==> config.mk <==
export PLATFORM = sky130hd
export DESIGN_NAME = alu_pipe
export DESIGN_NICKNAME = d
export VERILOG_FILES = /design/src/rtl/alu_pipe_pkg.sv /design/src/rtl/alu_mul_seq.sv /design/src/rtl/alu_pipe.sv
export SDC_FILE = /design/constraint.sdc
export NUM_CORES = 1
export LEC_CHECK = 0
export BUFFER_PORTS_ARGS = -buffer_cell sky130_fd_sc_hd__buf_2
export CORE_MARGIN = 2
export CORE_UTILIZATION = 65
export DETAILED_ROUTE_END_ITERATION = 8
export GPL_TIMING_DRIVEN = 0
export PLACE_DENSITY_LB_ADDON = 0.3
export SLEW_MARGIN = 10
export SYNTH_ARGS = -nofsm -noshare
export SYNTH_HDL_FRONTEND = slang
export SYNTH_SLANG_ARGS = --single-unit
==> constraint.sdc <==
create_clock -name clk -period 5.6 [get_ports clk]
set_input_delay 0.84 -clock clk [delete_from_list [all_inputs] [get_ports clk]]
set_output_delay 0.84 -clock clk [all_outputs]
set_load 0.1 [all_outputs]
==> src/rtl/alu_pipe_pkg.sv <==
// Shared definitions for the pipelined ALU: opcode encodings, the control
// FSM state type and the packed flag bundle that travels with each result.
package alu_pipe_pkg;

  localparam logic [3:0] OP_ADD   = 4'd0;
  localparam logic [3:0] OP_SUB   = 4'd1;
  localparam logic [3:0] OP_AND   = 4'd2;
  localparam logic [3:0] OP_OR    = 4'd3;
  localparam logic [3:0] OP_XOR   = 4'd4;
  localparam logic [3:0] OP_SLT   = 4'd5;
  localparam logic [3:0] OP_PASSA = 4'd6;
  localparam logic [3:0] OP_PASSB = 4'd7;
  localparam logic [3:0] OP_SLTU  = 4'd8;
  localparam logic [3:0] OP_SHL   = 4'd9;
  localparam logic [3:0] OP_SHR   = 4'd10;
  localparam logic [3:0] OP_SRA   = 4'd11;
  localparam logic [3:0] OP_MUL   = 4'd12;

  typedef enum logic [1:0] {
    ST_IDLE = 2'd0,
    ST_MUL  = 2'd1,
    ST_DONE = 2'd2
  } alu_state_t;

  // Bit order (MSB..LSB): carry, zero, neg, ovf, err.
  typedef struct packed {
    logic carry;
    logic zero;
    logic neg;
    logic ovf;
    logic err;
  } alu_flags_t;

endpackage

==> src/rtl/alu_mul_seq.sv <==
// Iterative unsigned shift-add multiplier. One partial product is added per
// cycle over WIDTH cycles after i_start.
//   i_start    : load operands and begin (only while idle)
//   i_a, i_b   : WIDTH-bit unsigned operands
//   o_done     : high during the final iteration cycle
//   o_product  : full 2*WIDTH-bit product, valid while o_done is high
module alu_mul_seq #(
  parameter int WIDTH = 8
) (
  input  logic               clk,
  input  logic               rst_n,
  input  logic               i_start,
  input  logic [WIDTH-1:0]   i_a,
  input  logic [WIDTH-1:0]   i_b,
  output logic               o_done,
  output logic [2*WIDTH-1:0] o_product
);

  localparam int CW = $clog2(WIDTH);

  logic               r_busy;
  logic [CW-1:0]      r_cnt;
  logic [2*WIDTH-1:0] r_mcand;
  logic [WIDTH-1:0]   r_mplier;
  logic [2*WIDTH-1:0] r_acc;
  logic [2*WIDTH-1:0] w_acc_next;

  assign w_acc_next = r_acc + (r_mplier[0] ? r_mcand : '0);

  // The product is handed out combinationally on the last iteration so the
  // caller can register it on the same edge that finishes the multiply.
  assign o_done    = r_busy && (r_cnt == CW'(WIDTH - 1));
  assign o_product = w_acc_next;

  // NOTE: sequential state uses non-blocking assignments so every register
  // samples the pre-edge values of the others, independent of statement order.
  always_ff @(posedge clk or negedge rst_n) begin
    if (!rst_n) begin
      r_busy   <= 1'b0;
      r_cnt    <= '0;
      r_mcand  <= '0;
      r_mplier <= '0;
      r_acc    <= '0;
    end else if (i_start) begin
      r_busy   <= 1'b1;
      r_cnt    <= '0;
      r_mcand  <= {{WIDTH{1'b0}}, i_a};
      r_mplier <= i_b;
      r_acc    <= '0;
    end else if (r_busy) begin
      r_acc    <= w_acc_next;
      r_mcand  <= r_mcand << 1;
      r_mplier <= r_mplier >> 1;
      r_cnt    <= r_cnt + CW'(1);
      if (o_done) r_busy <= 1'b0;
    end
  end

endmodule

==> src/rtl/alu_pipe.sv <==
// Handshaked ALU between operand issue and writeback. Accepts one operation
// per valid/ready transfer and holds a registered result plus flags until the
// consumer takes it. MUL runs on a WIDTH-cycle iterative multiplier.
//   in_valid/in_ready/op/a/b       : request side
//   out_valid/out_ready/result     : response side, flags carry..err
//   ovf_sticky/clr_sticky          : accumulated overflow indicator
module alu_pipe
  import alu_pipe_pkg::*;
#(
  parameter int  WIDTH = 8,
  localparam int SHW   = $clog2(WIDTH)
) (
  input  logic             clk,
  input  logic             rst_n,
  input  logic             in_valid,
  output logic             in_ready,
  input  logic [3:0]       op,
  input  logic [WIDTH-1:0] a,
  input  logic [WIDTH-1:0] b,
  output logic             out_valid,
  input  logic             out_ready,
  output logic [WIDTH-1:0] result,
  output logic             carry,
  output logic             zero,
  output logic             neg,
  output logic             ovf,
  output logic             err,
  output logic             ovf_sticky,
  input  logic             clr_sticky
);

  alu_state_t         r_state;
  logic               r_out_valid;
  logic [WIDTH-1:0]   r_result;
  alu_flags_t         r_flags;
  logic               r_sticky;

  logic               w_accept;
  logic               w_mul_start;
  logic               w_mul_done;
  logic [2*WIDTH-1:0] w_prod;
  logic               w_load;
  logic [WIDTH:0]     w_sum;
  logic [WIDTH-1:0]   w_res;
  logic [WIDTH-1:0]   w_sra;
  logic               w_big_shift;
  alu_flags_t         w_flags;
  alu_flags_t         w_mul_flags;
  logic [WIDTH-1:0]   w_ld_res;
  alu_flags_t         w_ld_flags;

  // A result being consumed this cycle may be overwritten by the new one.
  assign in_ready    = (r_state == ST_IDLE) && (!r_out_valid || out_ready);
  assign w_accept    = in_valid && in_ready;
  assign w_mul_start = w_accept && (op == OP_MUL);
  assign w_load      = (w_accept && (op != OP_MUL)) || w_mul_done;

  alu_mul_seq #(.WIDTH(WIDTH)) u_mul (
    .clk       (clk),
    .rst_n     (rst_n),
    .i_start   (w_mul_start),
    .i_a       (a),
    .i_b       (b),
    .o_done    (w_mul_done),
    .o_product (w_prod)
  );

  // WIDTH is a power of two, so any bit above the low SHW means b >= WIDTH.
  assign w_big_shift = |(b >> SHW);
  // Kept separate so the arithmetic shift is not forced unsigned by a mux.
  assign w_sra       = $signed(a) >>> b[SHW-1:0];

  // NOTE: every output of this block gets a default first, so no path through
  // the case can leave a value unassigned and infer a latch.
  always_comb begin
    w_sum   = '0;
    w_res   = '0;
    w_flags = '0;
    case (op)
      OP_ADD: begin
        w_sum         = {1'b0, a} + {1'b0, b};
        w_res         = w_sum[WIDTH-1:0];
        w_flags.carry = w_sum[WIDTH];
        w_flags.ovf   = (a[WIDTH-1] == b[WIDTH-1]) && (w_res[WIDTH-1] != a[WIDTH-1]);
      end
      OP_SUB: begin
        w_sum         = {1'b0, a} + {1'b0, ~b} + {{WIDTH{1'b0}}, 1'b1};
        w_res         = w_sum[WIDTH-1:0];
        w_flags.carry = w_sum[WIDTH];
        w_flags.ovf   = (a[WIDTH-1] != b[WIDTH-1]) && (w_res[WIDTH-1] != a[WIDTH-1]);
      end
      OP_AND:   w_res = a & b;
      OP_OR:    w_res = a | b;
      OP_XOR:   w_res = a ^ b;
      OP_SLT:   w_res = {{(WIDTH-1){1'b0}}, $signed(a) < $signed(b)};
      OP_SLTU:  w_res = {{(WIDTH-1){1'b0}}, a < b};
      OP_PASSA: w_res = a;
      OP_PASSB: w_res = b;
      OP_SHL:   w_res = w_big_shift ? '0 : (a << b[SHW-1:0]);
      OP_SHR:   w_res = w_big_shift ? '0 : (a >> b[SHW-1:0]);
      OP_SRA:   w_res = w_big_shift ? {WIDTH{a[WIDTH-1]}} : w_sra;
      OP_MUL:   w_res = '0;
      default:  w_flags.err = 1'b1;
    endcase
    w_flags.zero = (w_res == '0);
    w_flags.neg  = w_res[WIDTH-1];
  end

  always_comb begin
    w_mul_flags       = '0;
    w_mul_flags.ovf   = |w_prod[2*WIDTH-1:WIDTH];
    w_mul_flags.zero  = (w_prod[WIDTH-1:0] == '0);
    w_mul_flags.neg   = w_prod[WIDTH-1];
  end

  assign w_ld_res   = w_mul_done ? w_prod[WIDTH-1:0] : w_res;
  assign w_ld_flags = w_mul_done ? w_mul_flags : w_flags;

  always_ff @(posedge clk or negedge rst_n) begin
    if (!rst_n) begin
      r_state     <= ST_IDLE;
      r_out_valid <= 1'b0;
      r_result    <= '0;
      r_flags     <= '0;
      r_sticky    <= 1'b0;
    end else begin
      case (r_state)
        ST_IDLE: if (w_mul_start) r_state <= ST_MUL;
        ST_MUL:  if (w_mul_done)  r_state <= ST_DONE;
        ST_DONE: r_state <= ST_IDLE;
        default: r_state <= ST_IDLE;
      endcase

      if (w_load) begin
        r_out_valid <= 1'b1;
        r_result    <= w_ld_res;
        r_flags     <= w_ld_flags;
      end else if (out_ready) begin
        r_out_valid <= 1'b0;
      end

      // Setting takes priority over a simultaneous clear.
      if (w_load && w_ld_flags.ovf) r_sticky <= 1'b1;
      else if (clr_sticky)          r_sticky <= 1'b0;
    end
  end

  assign out_valid  = r_out_valid;
  assign result     = r_result;
  assign carry      = r_flags.carry;
  assign zero       = r_flags.zero;
  assign neg        = r_flags.neg;
  assign ovf        = r_flags.ovf;
  assign err        = r_flags.err;
  assign ovf_sticky = r_sticky;

endmodule

==> impl_metrics.csv <==
group,metric,value,unit
min_path,hp-start,"ovf$_DFFE_PN0P_",
routing,wl_per_cell,22.0,um
synthesis,syn_nets,730,
setup_path,rr_startpoint,"u_mul.r_mplier[0]$_DFFE_PN0P_",
timing,period_share,68.7,%
clock_tree,cts_resized,0,
routing,via_per_inst,6.82,
synthesis,synthesis.area,5720,um^2
global_routing,track_usage,37.9,%
timing,finClkSkew,0.0152,ns
finish,diodes,0,
routing,drt-initial-drc-count,505,
routing,route.vias.total,5591,
routing,final_antenna_net_count,0,
finish,final_util,72.1,%
clock_tree,postCtsSetupBuffers,0,
finish,final_area,6230,um^2
clock_tree,numCtsBuffers,9,
setup_path,ff2ff_path_depth,11,
status,status,"completed",
synthesis,synth_area_per_cell,8.66,um^2
placement,place_hpwl,13600,um
synthesis,synth_edf_count,0,
synthesis,ys.flop_type,"dfrtp_1",
setup_path,worst_setup_path_end_kind,"register",
global_routing,antenna_found_initial,0,
die,start_util,66.2,%
routing,firstDrtPassIters,5,
clock_tree,root_buffer,"clkbuf_8",
timing,fin_crit,3.85,ns
synthesis,yosysUniqueCellTypes,82,
synthesis,netlist_instances,660,
global_routing,grt_pass1_wl,28600,um
finish,fillCellCount,664,
placement,dpl-instance-area,6030,um^2
clock_tree,hold_buffers,0,
setup_path,start_kind,"input port",
placement,place_congestion,1.09,
synthesis,synth_top_area_cell,"dfrtp_1",
routing,wirelength,18000,um
timing,max_freq,260,MHz
power,irDropWorstVdd,0.296,mV
timing,slew_headroom,35.2,%
setup_path,path_class,"input port to register",
setup_path,reg2reg_slack,2.09,ns
finish,drive_gt1_share,13.3,%
placement,post-place-cells,804,
timing,rsz0062_at_grt,"no",
timing,slew_violations,0,
die,core_area,8640,um^2
min_path,min_delay_path_depth,2,
placement,post-place-ws,1.61,ns
synthesis,synth_warnings,0,
die,placementRows,34,
global_routing,grt_pass1_vias,5456,
routing,drc_errors,0,
finish,nets,777,
synthesis,async_reset_ff_share,100,%
setup_path,r2r_end,"ovf_sticky$_DFFE_PN0P_",
global_routing,grt_max_degree,61,
min_path,min-delay-path-class,"register to register",
timing,fin_ws,1.75,ns
global_routing,grt_overflow,0,
placement,portBuffers,36,
timing,fin_tns_setup,0,ns
timing,setup_viol,0,
power,p_leak,2.79,nW
clock_tree,clk_latency,0.35,ns
synthesis,synth_top_area_share,26.3,%
min_path,holdPathEnd,"ovf$_DFFE_PN0P_",
clock_tree,clock-sinks,60,
synthesis,ys_ff_latch,60,
clock_tree,clk_pin_slew,0.08,ns
die,dieArea,9560,um^2
finish,area_growth,8.93,%
setup_path,worstPathArrival,4.12,ns
die,fp.dieH,97.8,um
flow_run,drv_cap,0,
clock_tree,htree_num_levels,3,
timing,worst_pin_slew,0.958,ns
synthesis,synthTopCellsByArea,"dfrtp_1 26%, ha_1 9.2%, mux2i_1 8.9%, nor2_1 3.7%, o21ai_0 3.7%",
power,power_density,448,nW/um^2
setup_path,critPathMaxFanout,10,
timing,hold_viol,0,
setup_path,cp.required,5.88,ns
finish,final_cells,820,
die,die_x,97.8,um
clock_tree,clockBufferDepth,2,
clock_tree,cts_tree,"built",
die,io_pins,41,
synthesis,yosysSeqAreaShare,26.3,%
==> power breakdown <==
| group | internal [mW] | switching [mW] | total (mW) |
|---|---|---|---|
| Sequential | 0.621 | 0.122 | 0.742 |
| Clock | 0.205 | 0.192 | 0.397 |
| Combinational | 0.520 | 1.13 | 1.65 |
==> kinds of logic after synthesis <==
family,share of synthesized area (%)
simple gates,20.1
compound gates,22.6
buf+inv,5.32
mux,12.7
flops,26.3
fa+ha+maj,10.2
xor+xnor,2.74
==> cell type report <==
| type | instances | area (um^2) | area share [%] |
|---|---|---|---|
| buffer | 45 | 203 | 3.26 |
| clock buffer | 10 | 128 | 2.05 |
| clock inverter | 6 | 65.1 | 1.05 |
| inverter | 27 | 101 | 1.63 |
| multi-input combinational | 528 | 3910 | 62.8 |
| sequential | 60 | 1500 | 24.1 |
| tap | 108 | 135 | 2.17 |
| timing repair buffer | 36 | 183 | 2.93 |
==> state kept, by name, summed over array words and instances (netlist names) <==
name            count
u_mul.r_acc        16
u_mul.r_mcand      16
result              8
u_mul.r_mplier      8
u_mul.r_cnt         3
r_state             2
carry               1
err                 1
out_valid           1
ovf                 1
ovf_sticky          1
u_mul.r_busy        1
zero                1
==> layer usage <==
layer | wire length [um] | vias up | global-route usage, %
li1 | - | 2535 | -
met1 | 7030 | 2611 | 49.7
met2 | 8280 | 360 | 59.5
met3 | 1770 | 85 | 7.87
met4 | 930 | 0 | 20.0
met5 | 0 | - | 0
==> cells in the final DEF, fill, tap and decap left out, types with 14 or more instances in the layout <==
cell type	count
ha_1	42
nand3_1	16
buf_2	50
clkbuf_1	23
inv_1	26
a21oi_1	33
dfrtp_1	60
mux2i_1	51
nor2_1	57
nand2b_1	14
and2_1	20
nand2_1	43
o21ai_0	42
==> through the flow <==
| stage | hold WS, ns | power [mW] |
|---|---|---|
| floorplan | 0.469 | 2.01 |
| finish | 0.475 | 2.79 |
| global route | 0.501 | 2.95 |
| detailed placement | 0.462 | 2.37 |
| global placement | 0.463 | 2.31 |
| CTS | 0.479 | 2.77 |
==> cell usage after synthesis, types with 6 or more instances <==
| library cell | count |
|---|---|
| buf_2 | 15 |
| a21o_1 | 11 |
| and3_1 | 10 |
| nor3_1 | 11 |
| a21oi_1 | 33 |
| nand3_1 | 16 |
| nand2_1 | 43 |
| a211oi_1 | 9 |
| o21ai_0 | 42 |
| nor4_1 | 8 |
| mux2i_1 | 51 |
| mux4_2 | 7 |
| a31oi_1 | 6 |
| nand4_1 | 8 |
| nand2b_1 | 14 |
| ha_1 | 42 |
| clkbuf_1 | 22 |
| xnor2_1 | 11 |
| dfrtp_1 | 60 |
| nor2_1 | 57 |
| o21a_1 | 9 |
| nor2b_1 | 10 |
| and2_1 | 20 |
| inv_1 | 26 |
==> worst max path at each step <==
stage | cells past startpoint | start | end
after global placement | 11 | b[2] | zero$_DFFE_PN0P_
after floorplan | 10 | b[1] | result[7]$_DFFE_PN0P_
after global routing | 11 | b[2] | zero$_DFFE_PN0P_
after CTS | 11 | b[2] | zero$_DFFE_PN0P_
after detailed placement | 11 | b[2] | zero$_DFFE_PN0P_
final | 11 | b[2] | zero$_DFFE_PN0P_
==> critical path: stages <==
cell and delay [ns]:
buf_2 0.15, clkbuf_1 0.52, inv_1 0.30, ha_1 0.48, nand3b_1 0.17, and4_1 0.23, nor4_1 0.58, nand4_1 0.31
nor4_1 0.25, nand4_1 0.13, o21ai_1 0.16
Power figures use the tool's default switching activity.
